`src/rtl/uart_pkg.sv`:
```
// uart_pkg: shared types and constants for the UART receive path.
//   uart_rx_state_e : receive FSM state encoding
//   DATA_BITS       : payload bits per frame
//   BAUD_DEFAULT    : default sys_clk cycles per bit (200 MHz / 115200)
//   even_parity()   : parity bit that makes the total count of ones even
package uart_pkg;

    localparam int DATA_BITS    = 8;
    localparam int BAUD_DEFAULT = 1736;

    typedef enum logic [2:0] {
        IDLE,
        START,
        DATA,
        PARITY,
        STOP,
        WAIT_HIGH
    } uart_rx_state_e;

    function automatic logic even_parity(input logic [DATA_BITS-1:0] d);
        return ^d;
    endfunction

endpackage

```
`src/rtl/uart_rx_ctrl_if.sv`:
```
// uart_rx_ctrl_if: serial line plus received-byte bundle between the UART
// receiver and the command decoder.
//   rx         : raw asynchronous serial line, idle high
//   rx_data    : last good byte, LSB received first
//   rx_valid   : one-cycle strobe, rx_data updated
//   frame_err  : one-cycle strobe, stop bit sampled low
//   parity_err : one-cycle strobe, parity mismatch
//   rx_busy    : receiver is inside a frame
// Modports: master = receiver side, slave = line driver / byte consumer.
interface uart_rx_ctrl_if;

    logic                           rx;
    logic [uart_pkg::DATA_BITS-1:0] rx_data;
    logic                           rx_valid;
    logic                           frame_err;
    logic                           parity_err;
    logic                           rx_busy;

    modport master (
        input  rx,
        output rx_data, rx_valid, frame_err, parity_err, rx_busy
    );

    modport slave (
        output rx,
        input  rx_data, rx_valid, frame_err, parity_err, rx_busy
    );

endinterface

```
`src/rtl/uart_bit_timer.sv`:
```
// uart_bit_timer: restartable down-counter used to place bit samples.
//   sys_clk  : system clock
//   rst_n    : asynchronous active-low reset
//   load     : restart the period with load_val (wins over counting)
//   load_val : period length N in cycles
//   done     : high exactly N cycles after the load cycle
module uart_bit_timer #(
    parameter  int MAX = 1736,
    localparam int W   = $clog2(MAX + 1)
) (
    input  logic         sys_clk,
    input  logic         rst_n,
    input  logic         load,
    input  logic [W-1:0] load_val,
    output logic         done
);

    logic [W-1:0] count_reg;

    always_ff @(posedge sys_clk or negedge rst_n) begin
        if (!rst_n) begin
            count_reg <= '0;
        end else if (load) begin
            count_reg <= load_val;
        end else if (count_reg != '0) begin
            count_reg <= count_reg - W'(1);
        end
    end

    // Decoding 1 rather than 0 makes the period exactly N cycles: the value
    // loaded at the end of the load cycle reaches 1 after N-1 decrements.
    assign done = (count_reg == W'(1));

endmodule

```
`src/rtl/uart_rx_ctrl.sv`:
```
// uart_rx_ctrl: UART receive controller for the RGB-PWM command path.
// Synchronises rx, re-aligns the bit timer to the start-bit falling edge,
// samples every bit at mid-period, checks the stop bit and delivers one byte
// per good frame as a single-cycle strobe.
//   sys_clk : system clock, rising edge
//   rst_n   : asynchronous active-low reset
//   bus     : uart_rx_ctrl_if.master (rx in; rx_data, rx_valid, frame_err,
//             parity_err, rx_busy out)
// Build option: define UART_RX_PARITY_EN for 8E1 frames with a live
// parity_err; otherwise frames are 8N1 and parity_err is tied low.
module uart_rx_ctrl
    import uart_pkg::*;
#(
    parameter int CLKS_PER_BIT = BAUD_DEFAULT
) (
    input  logic           sys_clk,
    input  logic           rst_n,
    uart_rx_ctrl_if.master bus
);

    localparam int            TW   = $clog2(CLKS_PER_BIT + 1);
    localparam logic [TW-1:0] FULL = TW'(CLKS_PER_BIT);
    localparam logic [TW-1:0] HALF = TW'(CLKS_PER_BIT / 2);

    // Two-flop synchroniser, idle-high reset so no false start after reset.
    logic rx_meta_reg, rx_s_reg;

    always_ff @(posedge sys_clk or negedge rst_n) begin
        if (!rst_n) begin
            rx_meta_reg <= 1'b1;
            rx_s_reg    <= 1'b1;
        end else begin
            rx_meta_reg <= bus.rx;
            rx_s_reg    <= rx_meta_reg;
        end
    end

    uart_rx_state_e       state_reg, state_next;
    logic [DATA_BITS-1:0] shift_reg, shift_next;
    logic [DATA_BITS-1:0] data_reg, data_next;
    logic [2:0]           bit_idx_reg, bit_idx_next;
    logic                 valid_reg, valid_next;
    logic                 frame_err_reg, frame_err_next;
`ifdef UART_RX_PARITY_EN
    logic                 par_bad_reg, par_bad_next;
    logic                 par_err_reg, par_err_next;
`endif

    logic          timer_load;
    logic [TW-1:0] timer_val;
    logic          timer_done;

    uart_bit_timer #(.MAX(CLKS_PER_BIT)) u_timer (
        .sys_clk  (sys_clk),
        .rst_n    (rst_n),
        .load     (timer_load),
        .load_val (timer_val),
        .done     (timer_done)
    );

    always_ff @(posedge sys_clk or negedge rst_n) begin
        if (!rst_n) begin
            state_reg     <= IDLE;
            shift_reg     <= '0;
            data_reg      <= '0;
            bit_idx_reg   <= '0;
            valid_reg     <= 1'b0;
            frame_err_reg <= 1'b0;
`ifdef UART_RX_PARITY_EN
            par_bad_reg   <= 1'b0;
            par_err_reg   <= 1'b0;
`endif
        end else begin
            state_reg     <= state_next;
            shift_reg     <= shift_next;
            data_reg      <= data_next;
            bit_idx_reg   <= bit_idx_next;
            valid_reg     <= valid_next;
            frame_err_reg <= frame_err_next;
`ifdef UART_RX_PARITY_EN
            par_bad_reg   <= par_bad_next;
            par_err_reg   <= par_err_next;
`endif
        end
    end

    always_comb begin
        state_next     = state_reg;
        shift_next     = shift_reg;
        data_next      = data_reg;
        bit_idx_next   = bit_idx_reg;
        valid_next     = 1'b0;
        frame_err_next = 1'b0;
        timer_load     = 1'b0;
        timer_val      = FULL;
`ifdef UART_RX_PARITY_EN
        par_bad_next   = par_bad_reg;
        par_err_next   = 1'b0;
`endif
        case (state_reg)
            IDLE: begin
                // Half-period load lands the next sample mid start bit.
                if (!rx_s_reg) begin
                    timer_load = 1'b1;
                    timer_val  = HALF;
                    state_next = START;
                end
            end
            START: begin
                if (timer_done) begin
                    if (!rx_s_reg) begin
                        timer_load   = 1'b1;
                        bit_idx_next = '0;
`ifdef UART_RX_PARITY_EN
                        par_bad_next = 1'b0;
`endif
                        state_next   = DATA;
                    end else begin
                        // Line was high again mid start bit: a glitch.
                        state_next = IDLE;
                    end
                end
            end
            DATA: begin
                if (timer_done) begin
                    shift_next[bit_idx_reg] = rx_s_reg;
                    timer_load   = 1'b1;
                    bit_idx_next = bit_idx_reg + 3'd1;
                    if (bit_idx_reg == 3'(DATA_BITS - 1)) begin
`ifdef UART_RX_PARITY_EN
                        state_next = PARITY;
`else
                        state_next = STOP;
`endif
                    end
                end
            end
`ifdef UART_RX_PARITY_EN
            PARITY: begin
                if (timer_done) begin
                    par_bad_next = rx_s_reg ^ even_parity(shift_reg);
                    timer_load   = 1'b1;
                    state_next   = STOP;
                end
            end
`endif
            STOP: begin
                if (timer_done) begin
                    if (rx_s_reg) begin
`ifdef UART_RX_PARITY_EN
                        if (par_bad_reg) begin
                            par_err_next = 1'b1;
                        end else begin
                            data_next  = shift_reg;
                            valid_next = 1'b1;
                        end
`else
                        data_next  = shift_reg;
                        valid_next = 1'b1;
`endif
                        state_next = IDLE;
                    end else begin
                        // Framing error wins; wait out a break so it only
                        // reports once.
                        frame_err_next = 1'b1;
                        state_next     = WAIT_HIGH;
                    end
                end
            end
            WAIT_HIGH: begin
                if (rx_s_reg) begin
                    state_next = IDLE;
                end
            end
            default: begin
                state_next = IDLE;
            end
        endcase
    end

    assign bus.rx_data   = data_reg;
    assign bus.rx_valid  = valid_reg;
    assign bus.frame_err = frame_err_reg;
    assign bus.rx_busy   = (state_reg != IDLE);
`ifdef UART_RX_PARITY_EN
    assign bus.parity_err = par_err_reg;
`else
    assign bus.parity_err = 1'b0;
`endif

endmodule

```
`src/flat_wrapper.sv`:
```
// flat-port wrapper written by rule: the top's interface ports become plain ports
module uart_rx_ctrl_flat import uart_pkg::*;
#(
    parameter int CLKS_PER_BIT = BAUD_DEFAULT
)
  (sys_clk, rst_n, bus_rx, bus_rx_data, bus_rx_valid, bus_frame_err, bus_parity_err, bus_rx_busy);
  uart_rx_ctrl_if bus_i ();
  input  logic sys_clk;
  input  logic rst_n;
  input wire logic [$bits(bus_i.rx)-1:0] bus_rx;
  output wire logic [$bits(bus_i.rx_data)-1:0] bus_rx_data;
  output wire logic [$bits(bus_i.rx_valid)-1:0] bus_rx_valid;
  output wire logic [$bits(bus_i.frame_err)-1:0] bus_frame_err;
  output wire logic [$bits(bus_i.parity_err)-1:0] bus_parity_err;
  output wire logic [$bits(bus_i.rx_busy)-1:0] bus_rx_busy;
  assign bus_i.rx = bus_rx;
  assign bus_rx_data = bus_i.rx_data;
  assign bus_rx_valid = bus_i.rx_valid;
  assign bus_frame_err = bus_i.frame_err;
  assign bus_parity_err = bus_i.parity_err;
  assign bus_rx_busy = bus_i.rx_busy;
  uart_rx_ctrl #(.CLKS_PER_BIT(CLKS_PER_BIT)) u_core (.sys_clk(sys_clk), .rst_n(rst_n), .bus(bus_i));
endmodule
```
`config.mk`:
```
export PLATFORM = sky130hd
export DESIGN_NAME = uart_rx_ctrl_flat
export DESIGN_NICKNAME = d
export VERILOG_FILES = /design/src/rtl/uart_pkg.sv /design/src/rtl/uart_rx_ctrl_if.sv /design/src/rtl/uart_bit_timer.sv /design/src/rtl/uart_rx_ctrl.sv /design/src/flat_wrapper.sv
export SDC_FILE = /design/constraint.sdc
export NUM_CORES = 1
export LEC_CHECK = 0
export ABC_AREA = 1
export CELL_PAD_IN_SITES_DETAIL_PLACEMENT = 0
export CELL_PAD_IN_SITES_GLOBAL_PLACEMENT = 1
export CORE_MARGIN = 5
export CORE_UTILIZATION = 46
export CTS_CLUSTER_DIAMETER = 120
export DETAILED_ROUTE_END_ITERATION = 8
export GPL_TIMING_DRIVEN = 0
export PLACE_DENSITY_LB_ADDON = 0.1
export SLEW_MARGIN = 25
export SYNTH_ARGS = -nofsm -noshare
export SYNTH_HDL_FRONTEND = slang
export SYNTH_SLANG_ARGS = --single-unit
```
`constraint.sdc`:
```
create_clock -name sys_clk -period 3.8 [get_ports sys_clk]
set_input_delay 0.57 -clock sys_clk [delete_from_list [all_inputs] [get_ports sys_clk]]
set_output_delay 0.57 -clock sys_clk [all_outputs]
set_load 0.02 [all_outputs]
```
==> results.txt <==
Outcome - complete, no violations
Fin nets - 279
Internal power - 0.0005487 W
LEAKAGE - 1.198 nW
Final setup violating endpoints - 0
Post-synth top area share - 43.75%
Fin crit period - 2.191 ns
Synth cell types - 30
Reg clk slew, reported paths - 0.07 ns
Crit Path Max Fanout - 4
RSZ-0062 raised after global routing - false
Die area - 5771 sq um
Largest register FFs - 11
Combinational share of power - 2.8%
First-pass DRT Iterations - 4
Vias in the first global route - 1560
Yosys top cell by area - dfrtp_1
Initial Util - 46.62%
Dominant synthesized flop cell - dfrtp_1
Largest net degree at the start of global routing - 20
Clock tree sinks - 37
Setup TNS - 0 ns
Wire length of the first global-routing pass - 7120 um
Rows - 24
I/O pin count - 15
Worst-case clock buffer depth - 2
Period utilisation layout - 57.66%
Most frequent cells in the layout - nand2_1 (79), dfrtp_1 (35), nor2_1 (27)
Synth top area cells - dfrtp_1 (44%), nand2_1 (15%), nor2_1 (5.1%)
Sequential-to-total area share from yosys stat - 46.38%
Height of the chip - 75.97 um
Sw Share - 21.41%
Switching pwr - 0.0001494 W
Post-CTS Setup Repair Bufs - 0
Startpoint types - register
Max Clk Rate - 456.4 MHz
Drt via density - 4.790
Max_cap viols - 0
VDD IR max - 0.1830 mV
CP Capture Type - output port
Routability congestion estimate - 0.7943
Syn_area_per_cell - 8.008 sq um
Drt total wl - 3854 um
Worst Path Required - 3.23 ns
Area growth from synthesis to layout - 15.56%
Fin. max-slew vios - 0
Synth warnings - 0
Power Density - 301.8 nW/um^2
DR vias - 1552
Post-synthesis instance area - 2002 sq um
Fin. Hold Viols - 0
Core area - 4294 sq um
DRC viols - 0
Number of enable flip-flop cells after synthesis - 0
DRT antenna net count - 0
Htree depth - 2
Hold-fix buffers, CTS - 0
FFs w/ async S/R, synth - 100.0%
Post-CTS sizing - 0
DP Wirelength - 2965 um
Iter 0 DRT Violations - 81
Post-synthesis cell count - 250
IO Port Bufs - 13
Clock share of power - 40.5%
Final setup margin - 1.609 ns
Pre-CTS WS - 1.931 ns
Die W - 75.97 um
CTS root buffer - clkbuf_8
Sequential share of power - 56.7%
Critical path class - register to output port
Proportion of layout cells with a drive suffix above 1 - 15.81%
Wirelength per Cell - 11.90 um
Initial antenna violation count - 0
Grt ovf - 0
HP Class - input pin to async pin
Synthesized net count - 258
Hold Slack - 0.2364 ns
CTS buffer count - 5
Clock Skew - 0.006962 ns
Worst-Skew Late Latency - 0.29 ns
CTS tree - yes
Tot GR Track Use - 14.93%
Commonest non-fill, non-tap cell in the layout - nand2_1
#FFs+latches synth - 37
Worst EP arrival - 1.62 ns
Number of diodes - 0
Final design utilization - 53.88%
==> worst max-delay path: stages (launching register included) <==
cell and delay (ns):
dfrtp_1 0.41, nor2_1 0.18, nand2_1 0.16, clkdlybuf4s50_1 0.57
==> logic make-up (layout without fill, tap and decap cells) <==
group	count (synthesis)	after routing	synth area share [%]
AO/OA/AOI/OAI	20	20	5.000
XOR/XNOR	2	2	0.8752
adder cells (fa/ha/maj)	5	5	3.125
buffers and inverters	33	55	6.688
flip-flops	37	37	46.37
other	1	1	0.1873
AND/OR/NAND/NOR	152	152	37.75
==> Yosys cell counts (3+ instances only) <==
master	number
nand2_4	4
nand2_1	79
o21ai_0	5
nor2_4	3
nand3_2	3
a21oi_1	4
nor3_1	4
o21ai_1	11
nand4_1	4
ha_1	5
nand3_1	17
dfrtp_1	35
inv_2	9
inv_1	21
nor2_1	27
==> routing by layer <==
layer | routed length [um] | part of all wire (%) | vias up | GRT usage (%)
met3 | 145 | 3.8 | 5 | 4.019
met1 | 1945 | 50 | 697 | 19.94
li1 | - | - | 831 | -
met4 | 55 | 1.4 | 0 | 4.270
met2 | 1708 | 44 | 19 | 23.72
met5 | 0 | 0 | - | 0
==> cell type report <==
type / instances / area (sq um)
Multi-Input combinational cell: 180 / 939.7
Inverter: 31 / 121.4
Clock buffer: 7 / 86.33
Tap cell: 52 / 65.06
Fill cell: 419 / 1981
Sequential cell: 37 / 928.4
Timing Repair Buffer: 14 / 152.6
Buffer: 2 / 12.51
Clock inverter: 1 / 7.507
==> metrics by stage <==
stage          area (sq um)  total power (W)  instances
2_1_floorplan          2002        0.0004090        250
3_3_place_gp           2197        0.0004205        315
3_5_place_dp           2220        0.0004234        316
4_1_cts                2313        0.0007108        324
5_1_grt                2313        0.0007297        324
6_report               2313        0.0006981        324
==> worst paths after layout <==
path	startpoint	to	slack [ns]	cells after the start
setup / recovery	u_core.state_reg[1]	bus_rx_busy	1.61	3
min in group sys_clk	u_core.rx_meta_reg	u_core.rx_s_reg	0.36	0
hold reg to reg	u_core.rx_meta_reg	u_core.rx_s_reg	0.36	0
hold / removal	rst_n	u_core.u_timer.count_reg[5]	0.24	1
setup reg to reg	u_core.u_timer.count_reg[0]	u_core.u_timer.count_reg[2]	2.22	7
max in group asynchronous	rst_n	u_core.bus.rx_data[4]	3.11	2
==> power groups by stage <==
stage / combinational (W) / clock (W) / sequential (W)
4_1_cts: 0.0000202 / 0.000295 / 0.000396
3_3_place_gp: 0.0000172 / 0 / 0.000403
3_5_place_dp: 0.0000201 / 0 / 0.000403
6_report: 0.0000194 / 0.000283 / 0.000396
2_1_floorplan: 0.00000562 / 0 / 0.000403
5_1_grt: 0.0000226 / 0.000311 / 0.000396
(Power assumes the default switching activity.)
